[src/rtl/reset_sequencer_if.sv]
// rtl/reset_sequencer_if.sv - button/soft-reset inputs, staged reset outputs and cause vector
interface reset_sequencer_if #(
  parameter int NUM_BUTTONS = 2,
  parameter int NUM_STAGES  = 3
);
  logic [NUM_BUTTONS-1:0] but_n;
  logic                   soft_req;
  logic                   cause_clr;
  logic [NUM_STAGES-1:0]  rst_out;
  logic                   rst_done;
  logic [NUM_BUTTONS+1:0] cause;

  modport master (
    output but_n, soft_req, cause_clr,
    input  rst_out, rst_done, cause
  );

  modport slave (
    input  but_n, soft_req, cause_clr,
    output rst_out, rst_done, cause
  );
endinterface

[src/rtl/reset_sequencer.sv]
// rtl/reset_sequencer.sv - debounced multi-source reset merger with staggered stage release
module reset_sequencer #(
  parameter int HOLD_CYCLES      = 5000000,
  parameter int STAGE_GAP_CYCLES = 1000,
  parameter int NUM_STAGES       = 3,
  parameter int NUM_BUTTONS      = 2,
  parameter int DEBOUNCE_CYCLES  = 100000
) (
  input logic              clk,
  input logic              reset,
  reset_sequencer_if.slave bus
);
  localparam int HOLD_W  = $clog2(HOLD_CYCLES) + 1;
  localparam int GAP_W   = $clog2(STAGE_GAP_CYCLES) + 1;
  localparam int DEB_W   = $clog2(DEBOUNCE_CYCLES) + 1;
  localparam int STG_W   = $clog2(NUM_STAGES) + 1;
  localparam int CAUSE_W = NUM_BUTTONS + 2;

  localparam logic [HOLD_W-1:0] HOLD_LAST = HOLD_W'(HOLD_CYCLES - 1);
  localparam logic [GAP_W-1:0]  GAP_LAST  = GAP_W'(STAGE_GAP_CYCLES - 1);
  localparam logic [DEB_W-1:0]  DEB_LAST  = DEB_W'(DEBOUNCE_CYCLES - 1);
  localparam logic [STG_W-1:0]  STG_LAST  = STG_W'(NUM_STAGES - 1);

  typedef enum logic [1:0] {
    S_HOLD    = 2'd0,
    S_RELEASE = 2'd1,
    S_RUN     = 2'd2
  } state_t;

  // Button path: synchroniser, debounced level and its one-cycle-old copy
  logic [NUM_BUTTONS-1:0] sync1;
  logic [NUM_BUTTONS-1:0] sync2;
  logic [NUM_BUTTONS-1:0] deb;
  logic [NUM_BUTTONS-1:0] deb_prev;
  logic [DEB_W-1:0]       deb_cnt [NUM_BUTTONS];
  logic [NUM_BUTTONS-1:0] press_evt;
  logic                   any_pressed;
  logic                   trigger;

  // Sequencer registers and their next values
  state_t                 state_q, state_d;
  logic [HOLD_W-1:0]      hold_q, hold_d;
  logic [GAP_W-1:0]       gap_q, gap_d;
  logic [STG_W-1:0]       stage_q, stage_d;
  logic [NUM_STAGES-1:0]  rst_out_q, rst_out_d;
  logic                   done_q, done_d;
  logic [CAUSE_W-1:0]     cause_q, cause_d;

  // A press is the debounced level going released -> pressed
  assign press_evt   = deb_prev & ~deb;
  assign any_pressed = ~&deb;
  assign trigger     = bus.soft_req | (|press_evt);

  // Synchronise each button and accept a new level only after it has been stable long enough
  always_ff @(posedge clk) begin
    if (reset) begin
      sync1    <= '1;
      sync2    <= '1;
      deb      <= '1;
      deb_prev <= '1;
      for (int i = 0; i < NUM_BUTTONS; i++) begin
        deb_cnt[i] <= '0;
      end
    end else begin
      sync1    <= bus.but_n;
      sync2    <= sync1;
      deb_prev <= deb;
      for (int i = 0; i < NUM_BUTTONS; i++) begin
        if (sync2[i] != deb[i]) begin
          if (deb_cnt[i] == DEB_LAST) begin
            deb[i]     <= sync2[i];
            deb_cnt[i] <= '0;
          end else begin
            deb_cnt[i] <= deb_cnt[i] + DEB_W'(1);
          end
        end else begin
          deb_cnt[i] <= '0;
        end
      end
    end
  end

  // Next-state logic: triggers restart the hold, otherwise count hold then release stages in order
  always_comb begin
    state_d   = state_q;
    hold_d    = hold_q;
    gap_d     = gap_q;
    stage_d   = stage_q;
    rst_out_d = rst_out_q;
    done_d    = done_q;
    cause_d   = (cause_q & ~{CAUSE_W{bus.cause_clr}}) | {press_evt, bus.soft_req, 1'b0};

    if (trigger) begin
      state_d   = S_HOLD;
      hold_d    = '0;
      gap_d     = '0;
      stage_d   = '0;
      rst_out_d = '1;
      done_d    = 1'b0;
    end else begin
      case (state_q)
        S_HOLD: begin
          if (any_pressed) begin
            hold_d = '0;
          end else if (hold_q == HOLD_LAST) begin
            rst_out_d = rst_out_q << 1;
            gap_d     = '0;
            stage_d   = STG_W'(1);
            if (NUM_STAGES == 1) begin
              state_d = S_RUN;
              done_d  = 1'b1;
            end else begin
              state_d = S_RELEASE;
            end
          end else begin
            hold_d = hold_q + HOLD_W'(1);
          end
        end
        S_RELEASE: begin
          if (gap_q == GAP_LAST) begin
            gap_d     = '0;
            rst_out_d = rst_out_q << 1;
            stage_d   = stage_q + STG_W'(1);
            if (stage_q == STG_LAST) begin
              state_d = S_RUN;
              done_d  = 1'b1;
            end
          end else begin
            gap_d = gap_q + GAP_W'(1);
          end
        end
        S_RUN: begin
          rst_out_d = '0;
          done_d    = 1'b1;
        end
        default: begin
          state_d   = S_HOLD;
          hold_d    = '0;
          gap_d     = '0;
          stage_d   = '0;
          rst_out_d = '1;
          done_d    = 1'b0;
        end
      endcase
    end
  end

  // State and output registers; system reset overrides everything
  always_ff @(posedge clk) begin
    if (reset) begin
      state_q   <= S_HOLD;
      hold_q    <= '0;
      gap_q     <= '0;
      stage_q   <= '0;
      rst_out_q <= '1;
      done_q    <= 1'b0;
      cause_q   <= CAUSE_W'(1);
    end else begin
      state_q   <= state_d;
      hold_q    <= hold_d;
      gap_q     <= gap_d;
      stage_q   <= stage_d;
      rst_out_q <= rst_out_d;
      done_q    <= done_d;
      cause_q   <= cause_d;
    end
  end

  assign bus.rst_out  = rst_out_q;
  assign bus.rst_done = done_q;
  assign bus.cause    = cause_q;

endmodule

[src/flat_wrapper.sv]
// flat-port wrapper written by rule: the top's interface ports become plain ports
module reset_sequencer_flat 
#(
  parameter int HOLD_CYCLES      = 5000000,
  parameter int STAGE_GAP_CYCLES = 1000,
  parameter int NUM_STAGES       = 3,
  parameter int NUM_BUTTONS      = 2,
  parameter int DEBOUNCE_CYCLES  = 100000
)
  (clk, reset, bus_but_n, bus_soft_req, bus_cause_clr, bus_rst_out, bus_rst_done, bus_cause);
  reset_sequencer_if #(.NUM_BUTTONS(NUM_BUTTONS), .NUM_STAGES(NUM_STAGES)) bus_i ();
  input logic clk;
  input logic reset;
  input wire logic [$bits(bus_i.but_n)-1:0] bus_but_n;
  input wire logic [$bits(bus_i.soft_req)-1:0] bus_soft_req;
  input wire logic [$bits(bus_i.cause_clr)-1:0] bus_cause_clr;
  output wire logic [$bits(bus_i.rst_out)-1:0] bus_rst_out;
  output wire logic [$bits(bus_i.rst_done)-1:0] bus_rst_done;
  output wire logic [$bits(bus_i.cause)-1:0] bus_cause;
  assign bus_i.but_n = bus_but_n;
  assign bus_i.soft_req = bus_soft_req;
  assign bus_i.cause_clr = bus_cause_clr;
  assign bus_rst_out = bus_i.rst_out;
  assign bus_rst_done = bus_i.rst_done;
  assign bus_cause = bus_i.cause;
  reset_sequencer #(.HOLD_CYCLES(HOLD_CYCLES), .STAGE_GAP_CYCLES(STAGE_GAP_CYCLES), .NUM_STAGES(NUM_STAGES), .NUM_BUTTONS(NUM_BUTTONS), .DEBOUNCE_CYCLES(DEBOUNCE_CYCLES)) u_core (.clk(clk), .reset(reset), .bus(bus_i));
endmodule
[config.mk]
export PLATFORM = sky130hd
export DESIGN_NAME = reset_sequencer_flat
export DESIGN_NICKNAME = d
export VERILOG_FILES = /design/src/rtl/reset_sequencer_if.sv /design/src/rtl/reset_sequencer.sv /design/src/flat_wrapper.sv
export SDC_FILE = /design/constraint.sdc
export NUM_CORES = 1
export LEC_CHECK = 0
export ABC_AREA = 1
export BUFFER_PORTS_ARGS = -buffer_cell sky130_fd_sc_hd__buf_2
export CELL_PAD_IN_SITES_DETAIL_PLACEMENT = 0
export CELL_PAD_IN_SITES_GLOBAL_PLACEMENT = 1
export CORE_UTILIZATION = 50
export DETAILED_ROUTE_END_ITERATION = 6
export PLACE_DENSITY_LB_ADDON = 0.1
export SLEW_MARGIN = 10
export SYNTH_ARGS = -nofsm -noshare
export SYNTH_HDL_FRONTEND = slang
export SYNTH_SLANG_ARGS = --single-unit
[constraint.sdc]
create_clock -name clk -period 2.6 [get_ports clk]
set_input_delay 0.52 -clock clk [delete_from_list [all_inputs] [get_ports clk]]
set_output_delay 0.52 -clock clk [all_outputs]
set_load 0.01 [all_outputs]
After elaboration in Yosys (flattened, before gate mapping)
Memories as Yosys holds them, arrays and structs flattened.
Index checks and enable logic that the tools add are counted.
{"block": "classes", "n_addsub": 5, "n_eq_ne": 14, "n_mux": 53, "bitwise": 15, "n_reduce_logical": 13}
{"cell": "$mux 18", "n": 6}
{"cell": "$mux 24", "n": 2}
{"cell": "$pmux 24 s2", "n": 1}
{"cell": "$add 18x1->18 const B", "n": 2}
{"cell": "$eq 18x17->1 const B", "n": 2}
{"cell": "$mux 11", "n": 3}
{"cell": "$pmux 11 s3", "n": 1}
{"cell": "$mux 1", "n": 26}
{"cell": "$add 24x1->24 const B", "n": 1}
{"cell": "$eq 24x23->1 const B", "n": 1}
{"cell": "$mux 3", "n": 6}
{"cell": "$pmux 3 s3", "n": 2}
{"cell": "$add 11x1->11 const B", "n": 1}
{"cell": "$eq 11x10->1 const B", "n": 1}
{"cell": "$reduce_and 3->1", "n": 3}
{"cell": "$mux 2", "n": 4}
{"cell": "$ne 2x1->1 const B", "n": 4}
{"cell": "$reduce_and 2->1", "n": 4}
{"cell": "$or 1x1->1", "n": 7}
{"cell": "$pmux 2 s3", "n": 1}
{"cell": "$reduce_or 2->1", "n": 3}
{"cell": "$reduce_and 5->1", "n": 1}
{"cell": "$and 4x4->4", "n": 1}
{"cell": "$not 4->4", "n": 1}
{"cell": "13 further kinds", "n": 16}
{"block": "totals", "regBits": 56, "mem_bits_rw": 36, "output_inout_bits": 8, "n_memories": 1}
{"name": "u_core.deb_cnt", "words": 2, "word_bits": 18, "rd": 2, "rd_clocked_by_memory_dff": 0, "wr": 2, "line_no": "reset_sequencer.sv:35", "text": "logic [DEB_W-1:0] deb_cnt [NUM_BUTTONS];"}

Depth between registers and ports, before layout
Gate-level depths: netlist (run 1).
{"block": "depth", "depth_word": 8, "ltp_mapped": 13, "depth_no_buf": 12}

Least setup slack after synthesis (run 1)
No wires, ideal clock.
{"block": "synth_timing", "kind": "reg-to-reg", "from": "reg u_core.state_q[1]", "to": "reg u_core.hold_q[14]", "t_arrival_ns": 1.559, "required_time_ns": 2.468, "path_slack_ns": 0.909, "path_stages_with_launch": 12, "n_path_buf": 2, "synth_period_minus_slack_ns": 1.691, "path_cell_list": "dfxtp_1 -> inv_1 -> ha_1 -> inv_2 -> nor2_4 -> inv_2 -> nand2_1 -> nand2_2 -> buf_6 -> buf_8 -> nand3_1 -> a21oi_2"}
{"block": "synth_between", "elab_chain_cells": 4, "elab_cells_between_ends": 8, "cone_classes": "eq/ne (3); mux (1); bitwise (1); reduce/logical (3)"}
{"element": "start, declared", "line_no": "reset_sequencer.sv:41", "text": "state_t state_q, state_d;"}
{"element": "start signal, assigned", "line_no": "reset_sequencer.sv:159", "text": "state_q <= state_d;"}
{"element": "$eq 2x2->1 / $eq 2x1->1 (equally long branches)", "line_no": "reset_sequencer.sv:101", "text": "case (state_q)"}
{"element": "$reduce_or 2->1 (no line)"}
{"element": "$not 1->1 (no line)"}
{"element": "$reduce_and 2->1 (no line)"}
{"element": "end signal, assigned", "line_no": "reset_sequencer.sv:160", "text": "hold_q <= hold_d;"}
{"element": "end, declared", "line_no": "reset_sequencer.sv:42", "text": "logic [HOLD_W-1:0] hold_q, hold_d;"}
Parallel ways exist; a longest one is shown, timed or not.
A chain may end at the register's enable or synchronous reset.

Worst setup path after layout (run 1)
{"block": "layout_timing", "from": "reg u_core.state_q[1]", "to": "reg u_core.hold_q[13]"}
Same word-level chain as after synthesis.

==> impl_metrics.tcl, run 1 <==
set metrics [dict create \
    layout-drive-gt1-share 0.112 \
    drv_cap 0 \
    area_growth_pct 9.48 \
    clock_path_buffers 2 \
    crit_path_end_kind "register" \
    diodes 0 \
    fin_area_um2 5780 \
    critPathMaxStageDelay_ns 0.36 \
    drtPass1Iterations 7 \
    p_leak_uw 0.00223 \
    ant_nets 0 \
    clock.fmax_mhz 470 \
    fin_crit_ns 2.13 \
    synth_cell_type_count 46 \
    peakVddDrop_mv 0.229 \
    dpl.hpwl_um 7900 \
    critPathTopFamily "simple AND/OR/NAND/NOR gates" \
    wl_per_cell_um 11.9 \
    crit_type "reg2reg" \
    syn_area_per_cell_um2 7.50 \
    slew_headroom 0.482 \
    initial_core_util 0.514 \
    crit-reg2reg-launch "u_core.state_q[1]" \
    die_area_um2 11000 \
    reg2reg_to "u_core.hold_q[13]" \
    power.density_nw_per_um2 468 \
    ctsHoldBuffers 0 \
    final_cell_mix "155 x nand2_1, 95 x nor2_1, 90 x inv_1" \
    crit_top_cell "nand2_1" \
    wl_um 10700 \
    crit_required_ns 2.86 \
    clkSinkCount 92 \
    fillers 996 \
    synth.top_cells.by_area "dfxtp_1 21%, edfxtp_1 20%, nand2_1 11%, nor2_1 6.8%, inv_1 6.4%" \
    rrSetupSlack_ns 0.47 \
    violations "design-rule violations" \
    netlist_area_um2 5280 \
    hold_viol 0 \
    clock_latency_ns 0.37 \
    synth.ff_latch_count 92 \
    worst_slew_pin_slew_ns 0.775 \
    drcViolationCount 3 \
    htree_levels 3 \
    path_buf_inv 3 \
    io_pins 14 \
    period_share 0.819 \
    grt_pass1_wl_um 19000 \
    clk_pin_slew_ns 0.09 \
    io_buffers 13 \
    finClkSkew_ns 0.0136 \
    rr_worst_depth 11 \
    grt_pass1_vias 4326 \
    yosys.area.top_type "dfxtp_1" \
    dpl-instance-area_um2 5570 \
    critPathMaxFanout 29 \
    fin_ws_ns 0.471 \
    path_cells "inv_1 -> ha_1 -> inv_2 -> nor2_4 -> inv_2 -> nand2_1 -> nand2_2 -> nand2_1 -> nand2_1 -> nand2_1 -> nor2_1" \
    cts_buffers 9 \
    finalSetupTns_ns 0 \
    first_iter_violations 189 \
    post_cts_buffers 0 \
    status "finished, violations left" \
    grt_max_degree 30 \
    num_vias 4498 \
    slowest_stage "dfxtp_1" \
    startpoint "u_core.state_q[1]" \
    routed_via_density 5.03 \
    drv_slew 0 \
    rows 37 \
    synth_top_cell_area_share 0.212 \
    ys_warn_count 0 \
    globalRouteOverflowTotal 0 \
    hold_class "in2reg" \
    cts_resized 0 \
    layout_commonest_cell "nand2_1" \
    nets 770 \
    grt_use_total 0.211 \
    setup.worst_path.start_class "register" \
    crit_cells 11 \
    yosysSeqAreaShare 0.417 \
    crit_arrival_ns 2.39 \
    cts_tree "built" \
    pre_cts_ws_ns 0.485 \
    syn_inst 704 \
    place.gp.congestion 0.842 \
    core_area_um2 10300 \
    antenna_found_initial 0 \
    cp-endpoint "u_core.hold_q[13]" \
    die_y_um 105 \
    die_w_um 105 \
    rsz0062_at_grt "no" \
    setup_viol 0 \
    cts-root-buf "clkbuf_8" \
]
[cells by family after synthesis]
kind of cell	Yosys count	share of synthesized area
adder cells (fa/ha/maj)	10	0.0237
XOR/XNOR	20	0.0332
buffers and inverters	108	0.0870
other	1	0.000710
AND/OR/NAND/NOR	399	0.356
flip-flops	92	0.417
AO/OA/AOI/OAI	74	0.0818
[flip-flops by register name (all words and copies together), names as in the netlist]
name / flops
u_core.sync2: 2
u_core.gap_q: 11
u_core.sync1: 2
u_core.bus.rst_done: 1
u_core.deb: 2
u_core.state_q: 2
u_core.bus.rst_out: 3
u_core.bus.cause: 4
u_core.deb_prev: 2
u_core.hold_q: 24
u_core.stage_q: 3
u_core.deb_cnt: 36
[cell usage after synthesis (all sizes together)]
cell type / instances
nand3: 59
nand4: 21
ha: 10
nand2: 164
o211ai: 3
or2: 10
nand3b: 1
and3: 1
clkinv: 3
dfxtp: 56
a21boi: 2
clkbuf: 2
conb: 1
buf: 10
nor3b: 7
xor2: 17
edfxtp: 36
inv: 93
nor4: 6
nor3: 28
o21bai: 2
o21ai: 23
xnor2: 3
nor2: 102
a31oi: 1
a21oi: 43
[report_power, final]
part / total [uW] / internal, uW / switching [uW]
clock network: 1050 / 540 / 515
registers: 1550 / 1530 / 24.0
logic: 100 / 32.4 / 68.0
[stage by stage]
| step | hold WS, ns | std cells | total power (uW) | util |
|---|---|---|---|---|
| after floorplan | 0.389 | 739 | 1650 | - |
| after global placement | 0.399 | 879 | 1680 | 0.542 |
| after detailed placement | 0.397 | 879 | 1680 | 0.542 |
| after CTS | 0.328 | 895 | 2730 | 0.562 |
| after global routing | 0.329 | 895 | 2810 | 0.562 |
| final | 0.335 | 895 | 2700 | 0.562 |
[cell type report]
class,count,area (um^2),share of cell area
clock inverter,5,77.6,0.0134
inverter,96,362,0.0626
sequential,92,2200,0.381
clock buffer,11,131,0.0227
tap,136,170,0.0294
timing repair buffer,16,87.6,0.0152
multi-input combinational,539,2750,0.476
[per-layer routing]
| metal | track usage | part of all wire | vias up |
|---|---|---|---|
| li1 | - | - | 2373 |
| met1 | 0.288 | 0.50 | 2065 |
| met2 | 0.347 | 0.46 | 50 |
| met3 | 0.0262 | 0.023 | 10 |
| met4 | 0.0684 | 0.012 | 0 |
| met5 | 0 | 0 | - |
[worst min path at each step]
stage                    startpoint              end  slack, ns  cells after the start
floorplan           u_core.sync1[0]  u_core.sync2[0]       0.39                      1
global placement    u_core.sync1[0]  u_core.sync2[0]       0.40                      1
detailed placement  u_core.sync1[0]  u_core.sync2[0]       0.40                      1
CTS                    bus_but_n[1]  u_core.sync1[1]       0.33                      2
global route           bus_but_n[1]  u_core.sync1[1]       0.33                      2
finish                 bus_but_n[1]  u_core.sync1[1]       0.34                      2
Power figures use the tool's default switching activity.
==> run 2: changes to the inputs <==
CORE_UTILIZATION = 42   (was 50)
clock period = 1.8 ns   (was 2.6 ns; I/O delays follow)
==> run 2 against run 1 <==
Compared with the run above: the flow now finishes without violations; worst setup slack lost 0.37 ns; core utilization is 4.6 points lower; combinational power increased by 69%; first-iteration DRC count rose by 39%; non-clock buffer count rose by 27; clock skew decreased by 0.0077 ns; worst hold slack worse by 0.13 ns; via count is 1.8% higher; count of clock-buffer cells in the layout grew 1; fmax is 25% higher; die area rose by 19%; wire length rose by 9.4%; largest power group unchanged.
==> impl_metrics.tcl, run 2 (synthesized netlist as in run 1, its figures left out) <==
set metrics [dict create \
    cts_buffers 9 \
    ant_nets 0 \
    fin_ws_ns 0.0984 \
    top_register "u_core.deb_cnt" \
    drtPass1Iterations 5 \
    grt_use_total 0.195 \
    layout-drive-gt1-share 0.170 \
    die_w_um 114 \
    fin_crit_ns 1.70 \
    crit_arrival_ns 1.88 \
    setup.worst_path.start_class "register" \
    grt_pass1_vias 4362 \
    htree_levels 3 \
    num_vias 4581 \
    final_cell_mix "152 x nand2_1, 90 x nor2_1, 89 x inv_1" \
    power.density_nw_per_um2 689 \
    largest_reg_flops 36 \
    dpl.hpwl_um 8720 \
    crit_required_ns 1.98 \
    clock.fmax_mhz 588 \
    hold_class "in2reg" \
    die_area_um2 13000 \
    initial_core_util 0.436 \
    diodes 0 \
    cts-root-buf "clkbuf_16" \
    core_area_um2 12100 \
    fin_area_um2 6250 \
    grt_pass1_wl_um 20200 \
    cts_tree "built" \
    wl_um 11700 \
    io_pins 14 \
    antenna_found_initial 0 \
    dpl-instance-area_um2 5840 \
    hold-worst-slack_ns 0.203 \
    fillers 1221 \
    hold_viol 0 \
    finClkSkew_ns 0.00593 \
    pre_cts_ws_ns 0.0274 \
    place.gp.congestion 0.824 \
    crit_path_end_kind "register" \
    clock_path_buffers 2 \
    clock_latency_ns 0.34 \
    clkSinkCount 92 \
    clk_pin_slew_ns 0.07 \
    critPathMaxFanout 18 \
    rows 40 \
    final_cells 954 \
    crit_type "reg2reg" \
    grt_max_degree 30 \
    die_y_um 114 \
    io_buffers 13 \
    p_leak_uw 0.00244 \
    period_share 0.945 \
    globalRouteOverflowTotal 0 \
    area_growth_pct 18.5 \
    layout_commonest_cell "nand2_1" \
    crit-reg2reg-launch "u_core.deb_cnt[0][1]" \
    min_from "bus_but_n[1]" \
    nets 797 \
    drcViolationCount 0 \
    drv_slew 0 \
    startpoint "u_core.deb_cnt[0][1]" \
    peakVddDrop_mv 0.460 \
    routed_via_density 4.80 \
    wl_per_cell_um 12.3 \
    setup_viol 0 \
    status "finished, final reports clean" \
    dpl.cell_count 936 \
    first_iter_violations 263 \
    reg_top3 "u_core.deb_cnt: 36 flops, u_core.hold_q: 24 flops, u_core.gap_q: 11 flops" \
    drv_cap 0 \
]
run 2: changes by cell type in the layout (fill, tap and decap cells not counted), sizes merged:
cell	before	now
inv	93	94
bufinv	2	1
buf	16	43
clkbuf	11	12
clkinv	5	4
run 2: what timing repair did:
item | in CTS | in global routing
gates resized for setup | 0 | 34
buffers inserted | 0 | 2
hold buffers | 0 | 0
setup endpoints to repair | 0 | 67
run 2: where the power goes:
| group | internal (uW) | leakage [uW] | switching (uW) |
|---|---|---|---|
| Sequential | 2200 | 0.000828 | 34.9 |
| Clock | 1080 | 0.000137 | 819 |
| Combinational | 60.2 | 0.00147 | 109 |
run 2: cell type report:
class	instances	area (um^2)	share of cell area
clock buffer	12	236	0.0378
clock inverter	4	51.3	0.00820
inverter	96	365	0.0584
multi-input combinational	539	2850	0.456
sequential	92	2210	0.354
tap	168	210	0.0336
timing repair buffer	43	328	0.0524
run 2: stage by stage:
step | TNS (ns) | util | total power, uW
after floorplan | 0 | - | 2390
after global placement | 0 | 0.482 | 2440
after detailed placement | 0 | 0.482 | 2450
after CTS | 0 | 0.506 | 4350
after global routing | -0.0483 | 0.516 | 4460
final | 0 | 0.516 | 4310
run 2: critical path, cell delays in order (launching register included):
cell,delay (ns)
edfxtp_1,0.42
ha_1,0.23
nand2_1,0.10
inv_1,0.07
nand2_1,0.10
nor2_2,0.05
nand4_1,0.11
nand3_2,0.10
buf_12,0.16
nor3b_1,0.19
run 2: final timing paths:
| path | end | cells after the start | slack, ns |
|---|---|---|---|
| worst max-delay path | u_core.deb_cnt[0][17] | 9 | 0.1 |
| worst min-delay path | u_core.sync1[1] | 2 | 0.20 |
| worst max register to register | u_core.deb_cnt[0][17] | 9 | 0.1 |
| worst min register to register | u_core.sync2[0] | 1 | 0.43 |
run 2: routing by layer:
| metal | routed length [um] | GRT usage | part of all wire | up-vias |
|---|---|---|---|---|
| met3 | 373 | 0.0270 | 0.032 | 11 |
| li1 | - | - | - | 2425 |
| met2 | 5370 | 0.312 | 0.46 | 57 |
| met1 | 5820 | 0.269 | 0.50 | 2088 |
| met5 | 0 | 0 | 0 | - |
| met4 | 136 | 0.0667 | 0.012 | 0 |
